==> config.mk <==
export PLATFORM = sky130hd
export DESIGN_NAME = axil_cfg_sequencer
export DESIGN_NICKNAME = d
export VERILOG_FILES = /design/src/rtl/axil_cfg_sequencer.sv
export SDC_FILE = /design/constraint.sdc
export NUM_CORES = 1
export LEC_CHECK = 0
export BUFFER_PORTS_ARGS = -buffer_cell sky130_fd_sc_hd__buf_2
export CORE_ASPECT_RATIO = 0.5
export CORE_MARGIN = 3
export CORE_UTILIZATION = 49
export DETAILED_ROUTE_END_ITERATION = 16
export PLACE_DENSITY = 0.87
export SYNTH_ARGS = -nofsm -noshare
export SYNTH_HDL_FRONTEND = slang
export SYNTH_SLANG_ARGS = --single-unit
==> constraint.sdc <==
create_clock -name m00_axi_aclk -period 2.6 [get_ports m00_axi_aclk]
set_input_delay 0.52 -clock m00_axi_aclk [delete_from_list [all_inputs] [get_ports m00_axi_aclk]]
set_output_delay 0.52 -clock m00_axi_aclk [all_outputs]
set_load 0.02 [all_outputs]
==> src/rtl/axil_cfg_sequencer.sv <==
// axil_cfg_sequencer: AXI4-Lite master that runs one register write or read
// per command and returns the slave's status and read data on a response port.
// Optional build macro: SEQ_TIMEOUT_EN enables the per-phase handshake timeout.
module axil_cfg_sequencer #(
  parameter int C_M00_AXI_ADDR_WIDTH = 14,
  parameter int C_M00_AXI_DATA_WIDTH = 32,
  parameter int TIMEOUT_CYCLES       = 256
) (
  input  logic                              m00_axi_aclk,
  input  logic                              m00_axi_areset,
  input  logic                              cmd_valid,
  output logic                              cmd_ready,
  input  logic                              cmd_write,
  input  logic [C_M00_AXI_ADDR_WIDTH-1:0]   cmd_addr,
  input  logic [C_M00_AXI_DATA_WIDTH-1:0]   cmd_wdata,
  input  logic [C_M00_AXI_DATA_WIDTH/8-1:0] cmd_wstrb,
  output logic                              rsp_valid,
  input  logic                              rsp_ready,
  output logic [C_M00_AXI_DATA_WIDTH-1:0]   rsp_rdata,
  output logic [1:0]                        rsp_resp,
  output logic                              rsp_timeout,
  output logic [15:0]                       txn_count,
  output logic [C_M00_AXI_ADDR_WIDTH-1:0]   m00_axi_awaddr,
  output logic [2:0]                        m00_axi_awprot,
  output logic                              m00_axi_awvalid,
  input  logic                              m00_axi_awready,
  output logic [C_M00_AXI_DATA_WIDTH-1:0]   m00_axi_wdata,
  output logic [C_M00_AXI_DATA_WIDTH/8-1:0] m00_axi_wstrb,
  output logic                              m00_axi_wvalid,
  input  logic                              m00_axi_wready,
  input  logic [1:0]                        m00_axi_bresp,
  input  logic                              m00_axi_bvalid,
  output logic                              m00_axi_bready,
  output logic [C_M00_AXI_ADDR_WIDTH-1:0]   m00_axi_araddr,
  output logic [2:0]                        m00_axi_arprot,
  output logic                              m00_axi_arvalid,
  input  logic                              m00_axi_arready,
  input  logic [C_M00_AXI_DATA_WIDTH-1:0]   m00_axi_rdata,
  input  logic [1:0]                        m00_axi_rresp,
  input  logic                              m00_axi_rvalid,
  output logic                              m00_axi_rready
);

  localparam int AW = C_M00_AXI_ADDR_WIDTH;
  localparam int DW = C_M00_AXI_DATA_WIDTH;
  localparam int SW = C_M00_AXI_DATA_WIDTH / 8;

  typedef enum logic [2:0] {
    ST_IDLE    = 3'd0,
    ST_WR_AW_W = 3'd1,
    ST_WR_B    = 3'd2,
    ST_RD_AR   = 3'd3,
    ST_RD_R    = 3'd4,
    ST_RSP     = 3'd5
  } state_t;

  state_t          state_r, state_s;
  logic            cmd_ready_r, cmd_ready_s;
  logic            awvalid_r, awvalid_s;
  logic            wvalid_r, wvalid_s;
  logic            bready_r, bready_s;
  logic            arvalid_r, arvalid_s;
  logic            rready_r, rready_s;
  logic            aw_done_r, aw_done_s;
  logic            w_done_r, w_done_s;
  logic            rsp_valid_r, rsp_valid_s;
  logic [DW-1:0]   rsp_rdata_r, rsp_rdata_s;
  logic [1:0]      rsp_resp_r, rsp_resp_s;
  logic            rsp_timeout_r, rsp_timeout_s;
  logic [15:0]     txn_count_r, txn_count_s;
  logic [AW-1:0]   addr_r;
  logic [DW-1:0]   wdata_r;
  logic [SW-1:0]   wstrb_r;
  logic            cmd_hs_s;
  logic            aw_hs_s, w_hs_s, b_hs_s, ar_hs_s, r_hs_s;
  logic            tmo_hit_s;

  assign aw_hs_s = awvalid_r & m00_axi_awready;
  assign w_hs_s  = wvalid_r  & m00_axi_wready;
  assign b_hs_s  = bready_r  & m00_axi_bvalid;
  assign ar_hs_s = arvalid_r & m00_axi_arready;
  assign r_hs_s  = rready_r  & m00_axi_rvalid;

`ifdef SEQ_TIMEOUT_EN
  localparam int TCW = $clog2(TIMEOUT_CYCLES + 1);
  localparam logic [TCW-1:0] TMO_LAST = TCW'(TIMEOUT_CYCLES - 1);

  logic [TCW-1:0] tmo_cnt_r;
  logic           tmo_count_en_s;

  assign tmo_count_en_s = (state_r == ST_WR_AW_W) || (state_r == ST_WR_B) ||
                          (state_r == ST_RD_AR)   || (state_r == ST_RD_R);
  assign tmo_hit_s      = tmo_count_en_s && (tmo_cnt_r == TMO_LAST);

  // Per-phase wait counter: restarts on every state change, runs only while waiting on the slave.
  always_ff @(posedge m00_axi_aclk) begin
    if (m00_axi_areset) begin
      tmo_cnt_r <= {TCW{1'b0}};
    end else if (state_s != state_r) begin
      tmo_cnt_r <= {TCW{1'b0}};
    end else if (tmo_count_en_s) begin
      tmo_cnt_r <= tmo_cnt_r + TCW'(1);
    end else begin
      tmo_cnt_r <= {TCW{1'b0}};
    end
  end
`else
  assign tmo_hit_s = 1'b0;
`endif

  // Next-state and next-output logic; every output is registered from these values.
  always_comb begin
    state_s       = state_r;
    cmd_ready_s   = cmd_ready_r;
    awvalid_s     = awvalid_r;
    wvalid_s      = wvalid_r;
    bready_s      = bready_r;
    arvalid_s     = arvalid_r;
    rready_s      = rready_r;
    aw_done_s     = aw_done_r;
    w_done_s      = w_done_r;
    rsp_valid_s   = rsp_valid_r;
    rsp_rdata_s   = rsp_rdata_r;
    rsp_resp_s    = rsp_resp_r;
    rsp_timeout_s = rsp_timeout_r;
    txn_count_s   = txn_count_r;
    cmd_hs_s      = 1'b0;
    case (state_r)
      ST_IDLE: begin
        cmd_ready_s = 1'b1;
        if (cmd_valid && cmd_ready_r) begin
          cmd_hs_s    = 1'b1;
          cmd_ready_s = 1'b0;
          if (cmd_write) begin
            state_s   = ST_WR_AW_W;
            awvalid_s = 1'b1;
            wvalid_s  = 1'b1;
            aw_done_s = 1'b0;
            w_done_s  = 1'b0;
          end else begin
            state_s   = ST_RD_AR;
            arvalid_s = 1'b1;
          end
        end else begin
          state_s = ST_IDLE;
        end
      end
      ST_WR_AW_W: begin
        // Address and data channels complete independently, in any order.
        if (aw_hs_s) begin
          awvalid_s = 1'b0;
          aw_done_s = 1'b1;
        end else begin
          awvalid_s = awvalid_r;
        end
        if (w_hs_s) begin
          wvalid_s = 1'b0;
          w_done_s = 1'b1;
        end else begin
          wvalid_s = wvalid_r;
        end
        if ((aw_done_r || aw_hs_s) && (w_done_r || w_hs_s)) begin
          state_s   = ST_WR_B;
          bready_s  = 1'b1;
          aw_done_s = 1'b0;
          w_done_s  = 1'b0;
        end else begin
          state_s = ST_WR_AW_W;
        end
      end
      ST_WR_B: begin
        if (b_hs_s) begin
          state_s       = ST_RSP;
          bready_s      = 1'b0;
          rsp_valid_s   = 1'b1;
          rsp_resp_s    = m00_axi_bresp;
          rsp_rdata_s   = {DW{1'b0}};
          rsp_timeout_s = 1'b0;
        end else begin
          state_s = ST_WR_B;
        end
      end
      ST_RD_AR: begin
        if (ar_hs_s) begin
          state_s   = ST_RD_R;
          arvalid_s = 1'b0;
          rready_s  = 1'b1;
        end else begin
          state_s = ST_RD_AR;
        end
      end
      ST_RD_R: begin
        if (r_hs_s) begin
          state_s       = ST_RSP;
          rready_s      = 1'b0;
          rsp_valid_s   = 1'b1;
          rsp_resp_s    = m00_axi_rresp;
          rsp_rdata_s   = m00_axi_rdata;
          rsp_timeout_s = 1'b0;
        end else begin
          state_s = ST_RD_R;
        end
      end
      ST_RSP: begin
        // Response is held until consumed; cmd_ready comes back with IDLE.
        if (rsp_valid_r && rsp_ready) begin
          state_s     = ST_IDLE;
          rsp_valid_s = 1'b0;
          cmd_ready_s = 1'b1;
          txn_count_s = txn_count_r + 16'd1;
        end else begin
          state_s = ST_RSP;
        end
      end
      default: begin
        state_s     = ST_IDLE;
        cmd_ready_s = 1'b0;
        awvalid_s   = 1'b0;
        wvalid_s    = 1'b0;
        bready_s    = 1'b0;
        arvalid_s   = 1'b0;
        rready_s    = 1'b0;
        aw_done_s   = 1'b0;
        w_done_s    = 1'b0;
        rsp_valid_s = 1'b0;
      end
    endcase
    // A phase that is still waiting when its budget runs out is abandoned.
    if (tmo_hit_s && (state_s == state_r)) begin
      state_s       = ST_RSP;
      awvalid_s     = 1'b0;
      wvalid_s      = 1'b0;
      bready_s      = 1'b0;
      arvalid_s     = 1'b0;
      rready_s      = 1'b0;
      aw_done_s     = 1'b0;
      w_done_s      = 1'b0;
      rsp_valid_s   = 1'b1;
      rsp_resp_s    = 2'b10;
      rsp_rdata_s   = {DW{1'b0}};
      rsp_timeout_s = 1'b1;
    end else begin
      state_s = state_s;
    end
  end

  // State and output registers, all cleared by reset.
  always_ff @(posedge m00_axi_aclk) begin
    if (m00_axi_areset) begin
      state_r       <= ST_IDLE;
      cmd_ready_r   <= 1'b0;
      awvalid_r     <= 1'b0;
      wvalid_r      <= 1'b0;
      bready_r      <= 1'b0;
      arvalid_r     <= 1'b0;
      rready_r      <= 1'b0;
      aw_done_r     <= 1'b0;
      w_done_r      <= 1'b0;
      rsp_valid_r   <= 1'b0;
      rsp_rdata_r   <= {DW{1'b0}};
      rsp_resp_r    <= 2'b00;
      rsp_timeout_r <= 1'b0;
      txn_count_r   <= 16'd0;
    end else begin
      state_r       <= state_s;
      cmd_ready_r   <= cmd_ready_s;
      awvalid_r     <= awvalid_s;
      wvalid_r      <= wvalid_s;
      bready_r      <= bready_s;
      arvalid_r     <= arvalid_s;
      rready_r      <= rready_s;
      aw_done_r     <= aw_done_s;
      w_done_r      <= w_done_s;
      rsp_valid_r   <= rsp_valid_s;
      rsp_rdata_r   <= rsp_rdata_s;
      rsp_resp_r    <= rsp_resp_s;
      rsp_timeout_r <= rsp_timeout_s;
      txn_count_r   <= txn_count_s;
    end
  end

  // Command latch: address/data/strobes stay stable for the whole transaction.
  always_ff @(posedge m00_axi_aclk) begin
    if (m00_axi_areset) begin
      addr_r  <= {AW{1'b0}};
      wdata_r <= {DW{1'b0}};
      wstrb_r <= {SW{1'b0}};
    end else if (cmd_hs_s) begin
      addr_r  <= cmd_addr;
      wdata_r <= cmd_wdata;
      wstrb_r <= cmd_wstrb;
    end else begin
      addr_r  <= addr_r;
    end
  end

  assign cmd_ready       = cmd_ready_r;
  assign rsp_valid       = rsp_valid_r;
  assign rsp_rdata       = rsp_rdata_r;
  assign rsp_resp        = rsp_resp_r;
  assign rsp_timeout     = rsp_timeout_r;
  assign txn_count       = txn_count_r;
  assign m00_axi_awaddr  = addr_r;
  assign m00_axi_awprot  = 3'b000;
  assign m00_axi_awvalid = awvalid_r;
  assign m00_axi_wdata   = wdata_r;
  assign m00_axi_wstrb   = wstrb_r;
  assign m00_axi_wvalid  = wvalid_r;
  assign m00_axi_bready  = bready_r;
  assign m00_axi_araddr  = addr_r;
  assign m00_axi_arprot  = 3'b000;
  assign m00_axi_arvalid = arvalid_r;
  assign m00_axi_rready  = rready_r;

endmodule
==> impl_metrics.json, run 1 <==
{
  "ys_ff_latch": 112,
  "clockRootBuffer": "clkbuf_16",
  "cts_tree": "yes",
  "htreeDepth": 3,
  "antenna_cells": 0,
  "clock_skew_ns": 0.004516,
  "viasPerCell": 5.140,
  "status": "finished, final reports clean",
  "rrSetupSlack_ns": 0.44,
  "post-dp-hpwl_um": 8798,
  "dr.pass1.iters": 5,
  "boundaryPins": 224,
  "dieArea_mm2": 0.01047,
  "seq_area_frac_synth_pct": 49.68,
  "grt-ovfl-total": 0,
  "critPathCaptureType": "flop",
  "grt_pass1_vias": 3949,
  "critPathMaxFanout": 32,
  "p_leak_uw": 0.002652,
  "worstSetupPathType": "reg -> reg",
  "reg2regPathDepth": 4,
  "multiInputGateArea_mm2": 0.001974,
  "yosys-top-cells-count": "nand2_1, dfxtp_1, a21oi_1, nand3_1, clkbuf_1",
  "powerDensity_mw_per_mm2": 665.7,
  "wire_per_inst_um": 14.02,
  "ir_drop_v": 0.0005217,
  "path_buf_inv": 0,
  "ant_nets": 0,
  "grt_max_degree": 56,
  "avgSynthCellArea_um2": 8.016,
  "grtUsageTotal_pct": 21.63,
  "met2WireLength_um": 6283,
  "yosysWarnings": 0,
  "rows": 24,
  "synth_edf_count": 0,
  "min_period_over_period_pct": 82.90,
  "rsz0062_at_grt": "false",
  "grt_pass1_wl_um": 18530,
  "hold_class": "in -> reg",
  "m1WireLength_um": 4985,
  "drt-total-wl_um": 12160,
  "max_freq_ghz": 0.4640,
  "relSlewSlack_pct": 34.12,
  "max_cap_viol_count": 0,
  "worst_pin_slew_ns": 0.9882,
  "worstPathRequired_ns": 2.86,
  "synth_top_cell_by_area": "dfxtp_1",
  "port_buffers": 216,
  "finalHoldViolCount": 0,
  "period_needed_ns": 2.155,
  "start_util_pct": 51.12,
  "r2r-end": "rsp_rdata[20]",
  "netlist_instances": 563,
  "die_x_um": 141.7,
  "ctsResizeCount": 0,
  "whs_endpoint": "m00_axi_wdata[23]",
  "die_y_um": 73.86,
  "drt-initial-drc-count": 332,
  "clkLatencyLatePin_ns": 0.33,
  "cpMaxStageDelayCell": "a21o_1",
  "register_area_mm2": 0.002242,
  "clkTransAtPathRegs_ns": 0.07,
  "yosysTopAreaCellShare_pct": 49.68,
  "drive_gt1_share_pct": 33.33,
  "slew_viol_final": 0,
  "cts_setup_buffers": 0,
  "grt_antenna_before_repair": 0,
  "worstPathArrival_ns": 2.41,
  "cts_buffers": 9,
  "r2r-start": "state_r[1]",
  "async_reset_ff_share_pct": 0,
  "holdPathStages": 3,
  "core-area_mm2": 0.008828,
  "worstHoldStart": "cmd_wdata[23]",
  "dr_wl_met3_um": 750,
  "synth_most_common_cell": "nand2_1",
  "ys_types": 45,
  "slowest_delay_ns": 0.80,
  "netlist_area_mm2": 0.004513,
  "synth.area.top_cells": "dfxtp_1, nand2_1, a21oi_1",
  "syn_to_final_growth_pct": 29.86,
  "gp_congestion": 0.8651,
  "cp_top_family": "compound AO/OA/AOI/OAI gates",
  "top_layer_used": "met4",
  "cts_buffer_depth": 2,
  "finalNetCount": 842,
  "nFillCells": 762,
  "synth_ff_type": "dfxtp_1",
  "num_vias": 4456,
  "ctsHoldBuffers": 0,
  "fin_setup_tns_ns": 0,
  "setup_viol": 0,
  "cts_sinks": 112,
  "postLayoutCoreUtil_pct": 66.38,
  "route.detailed.drc": 0,
  "start_kind": "flop",
  "critical_path.cell_chain": "nand4b_1 -> a21o_1 -> nand2_1 -> a21oi_1"
}
-- state kept, by name, indices dropped and copies added (netlist names), 2 cells and up --
register and cells:
txn_count 16, rsp_resp 2, rsp_rdata 32, state_r 3, m00_axi_wdata 32, m00_axi_wstrb 4
m00_axi_araddr 14
-- cell usage in the layout (no fill, tap or decap), drive strengths merged, types with 2 or more instances in the layout --
cell and n:
a211oi 5, a21oi 98, a31o 4, a31oi 5, and3 2, and4 3
buf 224, bufinv 2, clkbuf 11, clkinv 2, conb 7, dfxtp 112
inv 4, mux2i 2, nand2 145, nand2b 3, nand3 39, nand4 5
nand4b 2, nor2 20, nor2b 2, nor3 7, o21ai 13, or2 2
or3 6, xnor2 4, xor2 4
-- metrics by stage --
step / cells / hold WS, ns / area [µm²] / power [µW] / worst slack, ns
after floorplan: 569 / 0.4592 / 4536 / 2300 / 0.7737
after global placement: 851 / 0.4349 / 5547 / 2487 / 0.6181
after detailed placement: 851 / 0.4407 / 5547 / 2500 / 0.5375
after CTS: 867 / 0.4076 / 5861 / 3936 / 0.4830
after global routing: 867 / 0.4086 / 5861 / 4073 / 0.2665
final: 867 / 0.4172 / 5861 / 3901 / 0.4446
-- per-layer routing --
metal  vias up  GRT usage [%]
met2       139          39.66
met5         -              0
li1       2239              -
met1      2058          25.74
met4         0          5.213
met3        20          5.592
-- power breakdown --
part / internal [µW] / leakage, µW / switching (µW)
logic: 216 / 0.00160 / 381
clock network: 846 / 0.000150 / 597
registers: 1800 / 0.000907 / 66.5
total: 2860 / 0.00265 / 1040
-- how the worst max path moves through the flow --
stage	start	end	slack (ns)	cells after the start
2_1_floorplan	txn_count[0]	txn_count[14]	0.77	5
3_3_place_gp	state_r[1]	rsp_rdata[24]	0.62	4
3_5_place_dp	state_r[1]	rsp_rdata[7]	0.54	4
4_1_cts	state_r[1]	rsp_rdata[20]	0.48	4
5_1_grt	state_r[1]	rsp_rdata[20]	0.27	4
6_report	state_r[1]	rsp_rdata[20]	0.44	4
-- kinds of logic after synthesis --
kind of cell,count (synthesis),share of synthesized area (%)
multiplexers,2,0.4436
flip-flops,112,49.68
AND/OR/NAND/NOR,243,24.37
XOR/XNOR,8,1.552
AO/OA/AOI/OAI,133,16.25
adder cells (fa/ha/maj),1,0.2772
other,1,0.08309
buffers and inverters,63,7.347
-- worst reg2reg max path: cells and delay by family, from the launching register on --
family,cells,cell delay [ns]
compound gates,2,0.99
flops,1,0.69
simple gates,2,0.40
-- cell type report --
type                            instances  share of cell area, %
Sequential cell                       112                  38.26
Multi-Input combinational cell        394                  33.69
Timing Repair Buffer                  224                  19.94
Clock buffer                           11                  3.971
Tap cell                              117                  2.498
Clock inverter                          5                  1.388
Inverter                                4                 0.2562
Note: power is estimated with default switching activity, not from simulation.
==> run 2: changes to the inputs <==
- CORE_UTILIZATION: 49 -> 46
- PLACE_DENSITY: 0.87 -> 0.82
- clock period: 2.6 -> 2 ns (I/O delays scaled with it)
==> impl_metrics.json, run 2 (synthesis gave the netlist of run 1 again) <==
{
  "ctsHoldBuffers": 0,
  "clock_skew_ns": 0.006928,
  "ant_nets": 0,
  "ctsResizeCount": 0,
  "r2r-start": "state_r[2]",
  "clkLatencyLatePin_ns": 0.33,
  "start_util_pct": 49.44,
  "htreeDepth": 3,
  "clkTransAtPathRegs_ns": 0.07,
  "top_layer_used": "met4",
  "drive_gt1_share_pct": 34.47,
  "cts_sinks": 112,
  "totalPowerFinal_uw": 4843,
  "route.detailed.drc": 0,
  "min_period_over_period_pct": 90.99,
  "nFillCells": 829,
  "hold_ws_ns": 0.2996,
  "r2r-end": "txn_count[15]",
  "status": "finished, final reports clean",
  "grt_pass1_wl_um": 19220,
  "dr.pass1.iters": 4,
  "grtUsageTotal_pct": 20.44,
  "port_buffers": 216,
  "gp_congestion": 0.8611,
  "viasPerCell": 4.970,
  "die_x_um": 146.1,
  "die_y_um": 76.04,
  "pre_cts_slack_ns": 0.1957,
  "dieArea_mm2": 0.01111,
  "cp-endpoint": "txn_count[15]",
  "critPathMaxFanout": 9,
  "cts_buffer_depth": 2,
  "cts_buffers": 9,
  "powerDensity_mw_per_mm2": 815.5,
  "slew_viol_final": 0,
  "met2WireLength_um": 5897,
  "core-area_mm2": 0.009129,
  "register_area_mm2": 0.002242,
  "fin_setup_tns_ns": 0,
  "clockRootBuffer": "clkbuf_16",
  "fin_ws_ns": 0.1801,
  "finalNetCount": 855,
  "max_freq_ghz": 0.5495,
  "slowest_delay_ns": 0.59,
  "rsz0062_at_grt": "false",
  "layout_common_cells": "buf_2, nand2_1, dfxtp_1",
  "worstPathArrival_ns": 2.08,
  "cts_setup_buffers": 0,
  "reg2regPathDepth": 4,
  "place_area_mm2": 0.005673,
  "finalHoldViolCount": 0,
  "max_cap_viol_count": 0,
  "p_leak_uw": 0.002698,
  "start_kind": "flop",
  "critPathCaptureType": "flop",
  "startpoint": "state_r[2]",
  "worstSetupPathType": "reg -> reg",
  "grt_pass1_vias": 3959,
  "postLayoutCellArea_mm2": 0.005939,
  "antenna_cells": 0,
  "dr_wl_met3_um": 724,
  "multiInputGateArea_mm2": 0.001974,
  "rows": 24,
  "period_needed_ns": 1.820,
  "grt_max_degree": 35,
  "boundaryPins": 224,
  "critical_path.cell_chain": "nand3b_4 -> or4b_4 -> or3_1 -> a21oi_1",
  "wire_per_inst_um": 13.45,
  "drt-initial-drc-count": 183,
  "layout_commonest_cell": "buf_2",
  "setup_viol": 0,
  "post-dp-hpwl_um": 8950,
  "rrSetupSlack_ns": 0.18,
  "grt-ovfl-total": 0,
  "num_vias": 4438,
  "ir_drop_v": 0.0004713,
  "grt_antenna_before_repair": 0,
  "hold_class": "in -> reg",
  "drt-total-wl_um": 12010,
  "cpMaxStageDelayCell": "or4b_4",
  "worstPathRequired_ns": 2.26,
  "cts_tree": "yes",
  "syn_to_final_growth_pct": 31.61,
  "m1WireLength_um": 5185
}
run 2: area by class of cell:
class	count	share of cell area [%]
repair buffers	237	21.53
clock buffers	11	3.918
clock inverters	5	0.5688
inverters	4	0.2528
multi-input cells	394	33.24
flip-flops and latches	112	37.75
well taps	130	2.739
run 2: metal layers:
metal,track usage (%),up-vias
met5,0,-
met1,25.06,2019
li1,-,2263
met2,36.22,138
met3,5.288,18
met4,4.972,0
run 2: power breakdown:
| part | internal, µW | leakage (µW) | switching [µW] | total (µW) |
|---|---|---|---|---|
| Clock | 845 | 0.000126 | 773 | 1620 |
| Sequential | 2330 | 0.000907 | 66.2 | 2400 |
| Combinational | 301 | 0.00167 | 524 | 825 |
run 2: worst max-delay path, delay by kind of cell, from the launching register on:
family	cells	cell delay [ns]
flops	1	0.53
simple gates	3	1.09
compound gates	1	0.14
run 2: stage by stage:
| stage | utilization (%) | std cells |
|---|---|---|
| after floorplan | - | 569 |
| after global placement | 62.14 | 877 |
| after detailed placement | 62.14 | 877 |
| after CTS | 65.06 | 893 |
| after global routing | 65.06 | 893 |
| final | 65.06 | 893 |
run 2: worst min-delay path by stage:
stage,from,to,cells after the start
after CTS,cmd_wdata[18],m00_axi_wdata[18],3
after detailed placement,rsp_rdata[9],rsp_rdata[9],2
after global routing,cmd_wdata[27],m00_axi_wdata[27],3
after floorplan,aw_done_r,aw_done_r,2
final,cmd_wdata[18],m00_axi_wdata[18],3
after global placement,rsp_rdata[21],rsp_rdata[21],2
